<file path="src/rtl/expr_seq_ctrl.sv">
// rtl/expr_seq_ctrl.sv - evaluates max(a,b) + max(floor, bias - 5*|a-b|) on one shared ALU
// One evaluation in flight; the FSM issues one ALU op per cycle.
module expr_seq_ctrl #(
  parameter int WIDTH = 8
) (
  input  logic             clk,
  input  logic             rst,
  input  logic             in_valid,
  output logic             in_ready,
  input  logic [WIDTH-1:0] in_a,
  input  logic [WIDTH-1:0] in_b,
  input  logic [WIDTH-1:0] in_bias,
  input  logic [WIDTH-1:0] in_floor,
  output logic             out_valid,
  input  logic             out_ready,
  output logic [WIDTH-1:0] out_data,
  output logic             out_ovf,
  output logic             busy,
  output logic [2:0]       alu_op
);

  typedef enum logic [2:0] {
    IDLE, S_MAX, S_DIFF, S_MUL, S_SUB, S_FLR, S_ADD, DONE
  } state_t;

  localparam logic [2:0] OP_NOP  = 3'd0;
  localparam logic [2:0] OP_MAX  = 3'd1;
  localparam logic [2:0] OP_ABSD = 3'd2;
  localparam logic [2:0] OP_MUL5 = 3'd3;
  localparam logic [2:0] OP_SUB  = 3'd4;
  localparam logic [2:0] OP_ADD  = 3'd5;

  state_t state, state_nxt;

  logic [WIDTH-1:0] ra, rb, rbias, rfloor, r_max, r_t;
  logic             ovf;

  logic [WIDTH-1:0] alu_x, alu_y, alu_res;
  logic             alu_cy;
  logic [WIDTH+2:0] prod;
  logic [WIDTH:0]   sum;

  always_ff @(posedge clk) begin
    if (rst) state <= IDLE;
    else     state <= state_nxt;
  end

  always_comb begin
    state_nxt = state;
    alu_op    = OP_NOP;
    alu_x     = '0;
    alu_y     = '0;
    in_ready  = 1'b0;
    out_valid = 1'b0;
    busy      = 1'b1;
    case (state)
      IDLE: begin
        in_ready = 1'b1;
        busy     = 1'b0;
        if (in_valid) state_nxt = S_MAX;
      end
      S_MAX:  begin alu_op = OP_MAX;  alu_x = ra;     alu_y = rb;  state_nxt = S_DIFF; end
      S_DIFF: begin alu_op = OP_ABSD; alu_x = ra;     alu_y = rb;  state_nxt = S_MUL;  end
      S_MUL:  begin alu_op = OP_MUL5; alu_x = r_t;                 state_nxt = S_SUB;  end
      S_SUB:  begin alu_op = OP_SUB;  alu_x = rbias;  alu_y = r_t; state_nxt = S_FLR;  end
      S_FLR:  begin alu_op = OP_MAX;  alu_x = rfloor; alu_y = r_t; state_nxt = S_ADD;  end
      S_ADD:  begin alu_op = OP_ADD;  alu_x = r_max;  alu_y = r_t; state_nxt = DONE;   end
      DONE: begin
        out_valid = 1'b1;
        if (out_ready) state_nxt = IDLE;
      end
      default: state_nxt = IDLE;
    endcase
  end

  // Shared ALU: alu_cy flags a wrap (mul overflow, sub borrow, add carry).
  always_comb begin
    alu_res = '0;
    alu_cy  = 1'b0;
    prod    = ({3'b000, alu_x} << 2) + {3'b000, alu_x};
    sum     = {1'b0, alu_x} + {1'b0, alu_y};
    case (alu_op)
      OP_MAX:  alu_res = (alu_x > alu_y) ? alu_x : alu_y;
      OP_ABSD: alu_res = (alu_x > alu_y) ? (alu_x - alu_y) : (alu_y - alu_x);
      OP_MUL5: begin
        alu_res = prod[WIDTH-1:0];
        alu_cy  = |prod[WIDTH+2:WIDTH];
      end
      OP_SUB: begin
        alu_res = alu_x - alu_y;
        alu_cy  = alu_y > alu_x;
      end
      OP_ADD: begin
        alu_res = sum[WIDTH-1:0];
        alu_cy  = sum[WIDTH];
      end
      default: alu_res = '0;
    endcase
  end

  always_ff @(posedge clk) begin
    if (rst) begin
      ra       <= '0;
      rb       <= '0;
      rbias    <= '0;
      rfloor   <= '0;
      r_max    <= '0;
      r_t      <= '0;
      ovf      <= 1'b0;
      out_data <= '0;
      out_ovf  <= 1'b0;
    end else begin
      case (state)
        IDLE: begin
          if (in_valid) begin
            ra     <= in_a;
            rb     <= in_b;
            rbias  <= in_bias;
            rfloor <= in_floor;
            ovf    <= 1'b0;
          end
        end
        S_MAX: r_max <= alu_res;
        S_DIFF, S_MUL, S_SUB, S_FLR: begin
          r_t <= alu_res;
          ovf <= ovf | alu_cy;
        end
        S_ADD: begin
          out_data <= alu_res;
          out_ovf  <= ovf | alu_cy;
        end
        default: ;
      endcase
    end
  end

endmodule

</file>
<file path="config.mk">
export PLATFORM = sky130hd
export DESIGN_NAME = expr_seq_ctrl
export DESIGN_NICKNAME = d
export VERILOG_FILES = /design/src/rtl/expr_seq_ctrl.sv
export SDC_FILE = /design/constraint.sdc
export NUM_CORES = 1
export LEC_CHECK = 0
export CAP_MARGIN = 5
export CORE_MARGIN = 3
export CORE_UTILIZATION = 40
export CTS_BUF_LIST = sky130_fd_sc_hd__clkbuf_2 sky130_fd_sc_hd__clkbuf_4 sky130_fd_sc_hd__clkbuf_8
export DETAILED_ROUTE_END_ITERATION = 8
export SYNTH_ARGS = -nofsm -noshare
export SYNTH_HDL_FRONTEND = slang
export SYNTH_SLANG_ARGS = --single-unit
</file>
<file path="constraint.sdc">
create_clock -name clk -period 4.4 [get_ports clk]
set_clock_uncertainty 0.15 [all_clocks]
set_input_delay 0.88 -clock clk [delete_from_list [all_inputs] [get_ports clk]]
set_output_delay 0.88 -clock clk [all_outputs]
set_load 0.02 [all_outputs]
</file>
==> impl_metrics.env <==
export IMPL_io_buffers=50
export IMPL_detailroute_via_count=4300
export IMPL_layout_nets=698
export IMPL_tritoncts="done"
export IMPL_final_util_pct=48.7
export IMPL_final_setup_viol_count=0
export IMPL_endpoint_kind="flop"
export IMPL_period_share_pct=92.8
export IMPL_max_vdd_drop_v=0.000245
export IMPL_critical_path_buf_inv_count=3
export IMPL_cts_made_buffers=9
export IMPL_timing_fmax_mhz=245
export IMPL_slew_headroom_pct=24.7
export IMPL_synth_nets=654
export IMPL_timing_critical_path_required_ns=4.45
export IMPL_stdcell_area_um2=5320
export IMPL_drc_errors=0
export IMPL_synth_async_sr_flop_share_pct=0
export IMPL_route_detailed_wl_per_inst_um=16.5
export IMPL_run_status="complete, no violations"
export IMPL_n_fill_cell=1110
export IMPL_antennaDiodeCount=0
export IMPL_fin_hold_viols=0
export IMPL_core_area_um2=10900
export IMPL_hold_buffers=0
export IMPL_mostFrequentLayoutCells="sky130_fd_sc_hd__nand2_1 (99), sky130_fd_sc_hd__a21oi_1 (69), sky130_fd_sc_hd__dfxtp_1 (60), sky130_fd_sc_hd__nor2_1 (49), sky130_fd_sc_hd__clkdlybuf4s50_1 (49)"
export IMPL_worst_path_largest_cell_delay_ns=0.51
export IMPL_insertion_delay_ns=0.36
export IMPL_worst_path_max_fanout=18
export IMPL_floorplan_initialDensity_pct=41.3
export IMPL_postSynth_topFlopCell="sky130_fd_sc_hd__dfxtp_1"
export IMPL_cellLeakagePower_nw=2.17
export IMPL_critical_path_cell_chain="buf_4 -> a21oi_1 -> a21oi_1 -> o21ai_0 -> inv_1 -> ha_1 -> nand4_1 -> a21oi_1 -> o21ai_4 -> buf_4 -> mux2i_1 -> a221o_1 -> a21oi_1 -> a211oi_1"
export IMPL_drive_above_1_share_pct=9.32
export IMPL_cpLargestDelayFamily="compound AO/OA/AOI/OAI gates"
export IMPL_synth_top_cell_area_share_pct=27.0
export IMPL_setup_tns_ns=0
export IMPL_synth_warnings=0
export IMPL_synthDominantAreaCellType="sky130_fd_sc_hd__dfxtp_1"
export IMPL_num_rows=38
export IMPL_overflow=0
export IMPL_via_density=5.56
export IMPL_cts_clk_slew_worst_paths_ns=0.07
export IMPL_worst_tran_pin_value_ns=1.13
export IMPL_vias_in_the_first_global_route=4052
export IMPL_crit_slowest_cell="sky130_fd_sc_hd__o21ai_0"
export IMPL_groute_usage_overall_pct=20.4
export IMPL_clock_sink_count=61
export IMPL_finalWirelength_um=12800
export IMPL_total_power_divided_by_cell_area_nw_per_um2=390
export IMPL_number_of_design_rule_violations_left_by_the_first_detailed_router_iteration=464
export IMPL_cts_htree_levels=3
export IMPL_synth_area_per_cell_um2=7.73
export IMPL_yosysUniqueCellTypes=72
export IMPL_worst_hold_path_type="reg -> reg"
export IMPL_die_area_um2=12600
export IMPL_worstSetupStartpointType="flop"
export IMPL_worst_ep_arrival_time_ns=4.14
export IMPL_netlist_instances=584
export IMPL_cpMostUsedCell="sky130_fd_sc_hd__a21oi_1"
export IMPL_most_frequent_standard_cell_in_the_layout_excluding_fill_and_tap_cells="sky130_fd_sc_hd__nand2_1"
export IMPL_timing_reg2reg_setup_slack_ns=0.31
export IMPL_placement_cell_area_um2=5050
export IMPL_synthToLayoutAreaGrowth_pct=17.9
export IMPL_dpl_hpwl_um=9680
export IMPL_floorplan_io_pins=51
export IMPL_drv_slew=0
export IMPL_first_pass_iters=5
export IMPL_postSynthRegisterBits=61
export IMPL_grt_max_degree=38
export IMPL_die_height_um=112
export IMPL_post_synthesis_instance_area_um2=4520
export IMPL_post_synth_edffs=0
export IMPL_grt_antenna_before_repair=0
export IMPL_cts_root_to_sink_buffers=2
export IMPL_worst_hold_slack_ns=0.312
export IMPL_die_width_um=112
export IMPL_detail_route_antenna_nets=0
export IMPL_globalplace_congestion=0.934
export IMPL_period_minus_slack_ns=4.09
export IMPL_synth_sequential_area_ratio_pct=27.0
export IMPL_setup_repair_after_global_routing_missed_its_margin="false"
export IMPL_cts_root_buffer_cell="sky130_fd_sc_hd__clkbuf_8"
export IMPL_number_of_max_capacitance_violations_reported=0
export IMPL_leading_post_synthesis_cells_by_cell_area="sky130_fd_sc_hd__dfxtp_1 (27%), sky130_fd_sc_hd__ha_1 (8.3%), sky130_fd_sc_hd__nand2_1 (8.2%)"
export IMPL_grt_pass1_wl_um=20900
export IMPL_critical_path_type="reg -> reg"
## cell type report
cell class                 count  area [um2]  area share, %
multi-input combinational    456        2930           55.0
sequential                    61        1220           23.0
timing repair buffer          75         683           12.8
tap                          140         175           3.29
clock buffer                   9         124           2.33
clock inverter                 7        98.8           1.86
inverter                      25        93.8           1.76
## synthesized netlist by cell type (7+ instances only)
library cell / n
sky130_fd_sc_hd__dfxtp_1: 61
sky130_fd_sc_hd__o21a_1: 7
sky130_fd_sc_hd__nand3_1: 7
sky130_fd_sc_hd__a21oi_1: 69
sky130_fd_sc_hd__mux2i_1: 19
sky130_fd_sc_hd__inv_1: 23
sky130_fd_sc_hd__a211oi_1: 22
sky130_fd_sc_hd__buf_2: 11
sky130_fd_sc_hd__clkbuf_8: 7
sky130_fd_sc_hd__o221ai_1: 8
sky130_fd_sc_hd__ha_1: 30
sky130_fd_sc_hd__xnor2_1: 11
sky130_fd_sc_hd__nor2b_1: 8
sky130_fd_sc_hd__o21ai_0: 25
sky130_fd_sc_hd__clkbuf_1: 17
sky130_fd_sc_hd__nor2_1: 49
sky130_fd_sc_hd__a21o_1: 11
sky130_fd_sc_hd__nand2_1: 99
## sequential cells by signal, summed over array words and instances (netlist names), 3 cells and up
register / cells
rfloor: 8
out_data: 8
ra: 8
r_t: 8
rbias: 8
rb: 8
r_max: 8
state: 3
## power breakdown
part	switching [mW]	leakage (nW)	internal, mW
clock network	0.249	0.110	0.321
logic	0.500	1.56	0.370
registers	0.0377	0.499	0.597
total	0.786	2.17	1.29
## cell families after synthesis
family	synth area share, %
flip-flops	27.0
XOR/XNOR	3.10
multiplexers	4.71
adder cells (fa/ha/maj)	10.1
AND/OR/NAND/NOR	19.0
buffers and inverters	8.17
AO/OA/AOI/OAI	27.9
## tightest hold or removal path, stage by stage (launching register included)
cell	delay [ns]
sky130_fd_sc_hd__dfxtp_1	0.31
sky130_fd_sc_hd__nand2_1	0.05
sky130_fd_sc_hd__a21oi_1	0.05
## worst paths after layout
| kind | from | cells past startpoint | end |
|---|---|---|---|
| hold / removal | rfloor[3]$_SDFFE_PP0P_ | 2 | rfloor[3]$_SDFFE_PP0P_ |
| setup / recovery | state[2]$_SDFFE_PP0P_ | 14 | r_t[4]$_SDFFE_PP0P_ |
| hold reg to reg | rfloor[3]$_SDFFE_PP0P_ | 2 | rfloor[3]$_SDFFE_PP0P_ |
| setup reg to reg | state[2]$_SDFFE_PP0P_ | 14 | r_t[4]$_SDFFE_PP0P_ |
## metrics by stage
stage | worst slack [ns] | power, mW | std cells
2_1_floorplan | 0.839 | 1.26 | 584
3_3_place_gp | 0.497 | 1.45 | 751
3_5_place_dp | 0.361 | 1.46 | 751
4_1_cts | 0.319 | 2.03 | 767
5_1_grt | 0.00585 | 2.19 | 773
6_report | 0.315 | 2.07 | 773
## metal layers
| metal | track usage (%) | vias to the layer above | share of wire [%] |
|---|---|---|---|
| li1 | - | 2148 | - |
| met4 | 5.93 | 0 | 1.9 |
| met1 | 28.1 | 2005 | 46 |
| met3 | 3.99 | 20 | 6.0 |
| met5 | 0 | - | 0 |
| met2 | 32.6 | 127 | 46 |
## repair_timing
| item | CTS | global route |
|---|---|---|
| endpoints found under the hold margin | 0 | 0 |
| setup buffers | 0 | 5 |
| endpoints found under the setup margin | 0 | 7 |
| resized for setup | 0 | 0 |
Note: power is estimated with default switching activity, not from simulation.
